**config.mk**
```make
export PLATFORM = sky130hd
export DESIGN_NAME = load_store_unit
export DESIGN_NICKNAME = d
export VERILOG_FILES = /design/src/rtl/load_store_unit.sv
export SDC_FILE = /design/constraint.sdc
export NUM_CORES = 1
export LEC_CHECK = 0
export ABC_CLOCK_PERIOD_IN_PS = 2100
export CORE_MARGIN = 2
export CORE_UTILIZATION = 43
export CTS_BUF_LIST = sky130_fd_sc_hd__clkbuf_2
export DETAILED_ROUTE_END_ITERATION = 10
export PLACE_DENSITY = 0.77
export RECOVER_POWER = 100
export SETUP_SLACK_MARGIN = 0.3
export SYNTH_ARGS = -nofsm -noshare
export SYNTH_HDL_FRONTEND = slang
export SYNTH_SLANG_ARGS = --single-unit
```
**constraint.sdc**
```tcl
create_clock -name clk -period 2.1 [get_ports clk]
set_input_delay 0.315 -clock clk [delete_from_list [all_inputs] [get_ports clk]]
set_output_delay 0.315 -clock clk [all_outputs]
set_load 0.05 [all_outputs]
```
**src/rtl/load_store_unit.sv**
```systemverilog
// ============================================================================
//  Module      : load_store_unit
//  Description : Initiator side of the CPU-to-data-memory interface. Accepts
//                byte/half/word load/store requests over valid/ready and
//                drives a word-only memory port. Sub-word stores are done as
//                read-modify-write; loads are lane-selected and sign/zero
//                extended. Misaligned or out-of-range requests return an
//                error response without touching memory.
//  Ports       : clk, rst (sync, active-low)
//                req_valid/req_ready/req_op/req_addr/req_wdata  - request
//                resp_valid/resp_ready/resp_rdata/resp_err      - response
//                mem_read/mem_write/mem_addr/mem_wdata/mem_rdata - memory
//  Revision    : 1.0 - initial release
// ============================================================================
`default_nettype none

module load_store_unit #(
    parameter int MEM_BYTES = 4096
) (
    input  logic        clk,
    input  logic        rst,
    input  logic        req_valid,
    output logic        req_ready,
    input  logic [2:0]  req_op,
    input  logic [31:0] req_addr,
    input  logic [31:0] req_wdata,
    output logic        resp_valid,
    input  logic        resp_ready,
    output logic [31:0] resp_rdata,
    output logic        resp_err,
    output logic        mem_read,
    output logic        mem_write,
    output logic [31:0] mem_addr,
    output logic [31:0] mem_wdata,
    input  logic [31:0] mem_rdata
);

    localparam logic [2:0]  c_OP_LB  = 3'd0;
    localparam logic [2:0]  c_OP_LH  = 3'd1;
    localparam logic [2:0]  c_OP_LW  = 3'd2;
    localparam logic [2:0]  c_OP_LBU = 3'd3;
    localparam logic [2:0]  c_OP_LHU = 3'd4;
    localparam logic [2:0]  c_OP_SB  = 3'd5;
    localparam logic [2:0]  c_OP_SH  = 3'd6;
    localparam logic [2:0]  c_OP_SW  = 3'd7;
    localparam logic [31:0] c_MAX_ADDR = 32'(MEM_BYTES - 4);

    typedef enum logic [1:0] {
        S_IDLE  = 2'd0,
        S_READ  = 2'd1,
        S_WRITE = 2'd2,
        S_RESP  = 2'd3
    } state_t;

    state_t      r_state;
    state_t      w_next;
    logic [2:0]  r_op;
    logic [31:0] r_addr;
    logic [31:0] r_wdata;   // store data; becomes the merged word for SB/SH
    logic [31:0] r_rdata;
    logic        r_err;

    logic [31:0] w_req_word;
    logic        w_misaligned;
    logic        w_req_err;
    logic [7:0]  w_byte;
    logic [15:0] w_half;
    logic [31:0] w_load;
    logic [31:0] w_merged;
    logic        w_sub_store;

    assign w_req_word = {req_addr[31:2], 2'b00};

    always_comb begin
        w_misaligned = 1'b0;
        case (req_op)
            c_OP_LH, c_OP_LHU, c_OP_SH: w_misaligned = req_addr[0];
            c_OP_LW, c_OP_SW:           w_misaligned = |req_addr[1:0];
            default:                    w_misaligned = 1'b0;
        endcase
    end

    assign w_req_err   = w_misaligned || (w_req_word > c_MAX_ADDR);
    assign w_sub_store = (r_op == c_OP_SB) || (r_op == c_OP_SH);

    // Lane selection and extension of the word returned in READ.
    always_comb begin
        w_byte = mem_rdata[{r_addr[1:0], 3'b000} +: 8];
        w_half = r_addr[1] ? mem_rdata[31:16] : mem_rdata[15:0];
        w_load = 32'd0;
        case (r_op)
            c_OP_LB:  w_load = {{24{w_byte[7]}}, w_byte};
            c_OP_LBU: w_load = {24'd0, w_byte};
            c_OP_LH:  w_load = {{16{w_half[15]}}, w_half};
            c_OP_LHU: w_load = {16'd0, w_half};
            c_OP_LW:  w_load = mem_rdata;
            default:  w_load = 32'd0;
        endcase
    end

    // Read-modify-write merge of store data into the word just read.
    always_comb begin
        w_merged = mem_rdata;
        if (r_op == c_OP_SB) begin
            w_merged[{r_addr[1:0], 3'b000} +: 8] = r_wdata[7:0];
        end else if (r_op == c_OP_SH) begin
            w_merged[{r_addr[1], 4'b0000} +: 16] = r_wdata[15:0];
        end
    end

    always_comb begin
        w_next = r_state;
        case (r_state)
            S_IDLE: begin
                if (req_valid) begin
                    if (w_req_err)              w_next = S_RESP;
                    else if (req_op == c_OP_SW) w_next = S_WRITE;
                    else                        w_next = S_READ;
                end
            end
            S_READ:  w_next = w_sub_store ? S_WRITE : S_RESP;
            S_WRITE: w_next = S_RESP;
            S_RESP:  if (resp_ready) w_next = S_IDLE;
            default: w_next = S_IDLE;
        endcase
    end

    always_ff @(posedge clk) begin
        if (!rst) begin
            r_state <= S_IDLE;
            r_op    <= 3'd0;
            r_addr  <= 32'd0;
            r_wdata <= 32'd0;
            r_rdata <= 32'd0;
            r_err   <= 1'b0;
        end else begin
            r_state <= w_next;
            case (r_state)
                S_IDLE: begin
                    if (req_valid) begin
                        r_op    <= req_op;
                        r_addr  <= req_addr;
                        r_wdata <= req_wdata;
                        r_rdata <= 32'd0;
                        r_err   <= w_req_err;
                    end
                end
                S_READ: begin
                    if (w_sub_store) r_wdata <= w_merged;
                    else             r_rdata <= w_load;
                end
                default: ;
            endcase
        end
    end

    // Reset gates every strobe combinationally so an abandoned WRITE never lands.
    assign req_ready  = rst && (r_state == S_IDLE);
    assign mem_read   = rst && (r_state == S_READ);
    assign mem_write  = rst && (r_state == S_WRITE);
    assign mem_addr   = (mem_read || mem_write) ? {r_addr[31:2], 2'b00} : 32'd0;
    assign mem_wdata  = mem_write ? r_wdata : 32'd0;
    assign resp_valid = rst && (r_state == S_RESP);
    assign resp_rdata = r_rdata;
    assign resp_err   = r_err;

endmodule

`default_nettype wire
```
==> impl_metrics.json <==
{
  "clock_latency_ns": 0.63,
  "initial_core_util_pct": 43.9,
  "grt_pass1_wl_um": 33300,
  "synthArstFlopShare_pct": 0,
  "globalplace.congestion": 0.916,
  "maxCapViolCount": 0,
  "outcome": "finished, violations left",
  "path_clk_slew_ns": 0.29,
  "ys_seq_area_share_pct": 33.6,
  "floorplan.die.height_um": 123,
  "final.setup.worst_slack_ns": -0.304,
  "grt_max_degree": 65,
  "cts_tree": "yes",
  "chipWidth_um": 123,
  "path_class": "register to output pin",
  "antenna_cells": 0,
  "fin_nets": 1057,
  "synth-edff-count": 0,
  "hold_viol_final": 0,
  "holdCritStartpoint": "rst",
  "synthToLayoutAreaGrowth_pct": 51.6,
  "dp.final_hpwl_um": 15200,
  "worstReg2RegStart": "r_state[1]$_SDFFE_PN0P_",
  "cts-root-buf": "clkbuf_2",
  "ys_ff_latch": 102,
  "grt_overflow_total": 0,
  "core_um2": 13800,
  "wirelength_um": 21800,
  "avgSynthCellArea_um2": 8.05,
  "worstMarginPinSlew_ns": 0.728,
  "powerDensity_nw_per_um2": 1050,
  "io-pin-count": 204,
  "max_freq_mhz": 416,
  "ant_nets": 0,
  "viasPerCell": 6.00,
  "antenna_found_initial": 0,
  "min_to": "resp_err$_SDFFE_PN0P_",
  "die-area_um2": 15100,
  "syn_inst": 755,
  "drtPass1Iterations": 7,
  "fin_worst_skew_ns": 0.0510,
  "worstSetupEndpointType": "output pin",
  "portBuffers": 201,
  "hp-class": "primary input to register",
  "slew_viol_final": 0,
  "grt_pass1_vias": 6415,
  "worstRegToRegCells": 8,
  "cts_sinks": 102,
  "crit_required_ns": 1.78,
  "r2r-end": "r_wdata[20]$_SDFFE_PN0P_",
  "synth_area_um2": 6070,
  "routedWlPerCell_um": 19.3,
  "stdcell_count": 1130,
  "p_leak_nw": 3.42,
  "ir_worst_vdd_mv": 0.600,
  "ys_warn_count": 0,
  "violations": "negative setup slack",
  "setup_viol": 65,
  "synthFlopType": "dfxtp_1",
  "drtIter0Drc": 837,
  "r2r_setup_slack_ns": 0,
  "fin_util_pct": 66.6,
  "crit_arrival_ns": 2.09,
  "hold_depth": 4,
  "vias": 6776,
  "worst_setup_path_start_kind": "register",
  "cp_max_fo": 6,
  "drive_above_1_share_pct": 22.6,
  "htree_levels": 3,
  "ys_types": 60,
  "rsz0062_at_grt": "yes",
  "place_inst": 1098,
  "final_cell_mix": "nand2_1 (101), clkdlybuf4s50_1 (101), dfxtp_1 (98), a21oi_1 (66), buf_12 (42)",
  "cts_buffer_depth": 2,
  "finalCritPeriodShare_pct": 114,
  "fin_crit_ns": 2.40,
  "track_usage_pct": 28.3,
  "cts_hold_repair.buffers": 0,
  "slew_headroom_pct": 51.1,
  "cts_inserted_buffers": 9,
  "rows": 43,
  "drcViolationCount": 0
}
-- cell usage after synthesis (all sizes together), types with 16 or more instances --
master   number  area, um2
o2bb2ai      17        149
clkbuf       41        154
a221o        27        270
inv          20       75.1
a31oi        17        106
nand2       102        383
a22oi        16        120
and3         34        213
buf          39        223
dfxtp       102       2040
nor2b        44        275
nand3        28        140
o21ai        34        170
a21oi        66        330
-- kinds of logic (layout without fill, tap and decap cells) --
family                   count (synthesis)  count (layout)  share of synthesized area [%]
flip-flops                             102             102                           33.6
XOR/XNOR                                 3               3                          0.433
AO/OA/AOI/OAI                          249             249                           29.3
AND/OR/NAND/NOR                        279             280                           24.9
other                                    1               2                         0.0617
buffers and inverters                  100             292                           7.44
multiplexers                            12              13                           2.39
adder cells (fa/ha/maj)                  9               9                           1.85
-- layout make-up --
cell class | instances | area (um2)
clock buffer | 9 | 45.0
clock inverter | 7 | 71.3
fill | 1169 | 4620
inverter | 20 | 82.6
multi-input combinational | 556 | 3970
sequential | 102 | 2050
tap | 180 | 225
timing repair buffer | 256 | 2770
-- power breakdown --
part,leakage (nW),internal [mW],switching [mW],total (mW)
logic,2.51,2.25,3.45,5.70
registers,0.837,2.53,0.477,3.01
clock network,0.0716,0.279,0.695,0.974
total,3.42,5.05,4.63,9.68
-- how the worst max path moves through the flow --
stage	startpoint	endpoint	slack, ns	depth (start not counted)
after floorplan	r_addr[1]$_SDFFE_PN0P_	r_wdata[17]$_SDFFE_PN0P_	0.16	10
after detailed placement	req_addr[20]	r_state[1]$_SDFFE_PN0P_	-0.03	6
final	r_state[1]$_SDFFE_PN0P_	mem_addr[16]	-0.30	8
after global routing	r_state[1]$_SDFFE_PN0P_	mem_addr[16]	-0.41	8
after global placement	req_addr[20]	r_state[1]$_SDFFE_PN0P_	0.005	6
after CTS	r_state[1]$_SDFFE_PN0P_	mem_addr[16]	-0.35	8
-- metal layers --
layer / up-vias / share of wire (%) / GRT usage, %
li1: 3194 / - / -
met1: 3170 / 39 / 34.7
met5: - / 0 / 0
met4: 0 / 3.6 / 12.0
met2: 363 / 47 / 47.0
met3: 49 / 9.8 / 7.25
-- metrics by stage --
stage	hold WS, ns	instance area, um2	worst slack, ns	TNS [ns]	power [mW]
after detailed placement	0.450	8890	-0.0285	-0.0285	8.41
after CTS	0.123	9420	-0.347	-17.76	9.79
after global placement	0.442	8890	0.00468	0	8.34
after floorplan	0.437	6480	0.156	0	6.77
after global routing	0.134	9210	-0.409	-25.33	10.3
final	0.178	9210	-0.304	-15.11	9.68
-- state kept, by name (all words and copies together), names as in the netlist --
register / cells
r_addr: 32
r_op: 3
r_state: 2
r_wdata: 32
resp_err: 1
resp_rdata: 32
-- worst max-delay path, cell delays in order, from the launching register on --
cell	delay (ns)
dfxtp_2	0.41
buf_6	0.12
ha_4	0.14
and2_4	0.14
nor2_4	0.14
buf_6	0.16
buf_16	0.15
nor2b_4	0.05
buf_8	0.14
-- repair_timing --
item                                    4_1_cts  5_1_grt
gates cloned                                  4        1
endpoints found under the setup margin      158      160
gates resized for setup                     160       73
pin swaps                                     2        2
setup buffers                                 8        3
Power figures use the tool's default switching activity.
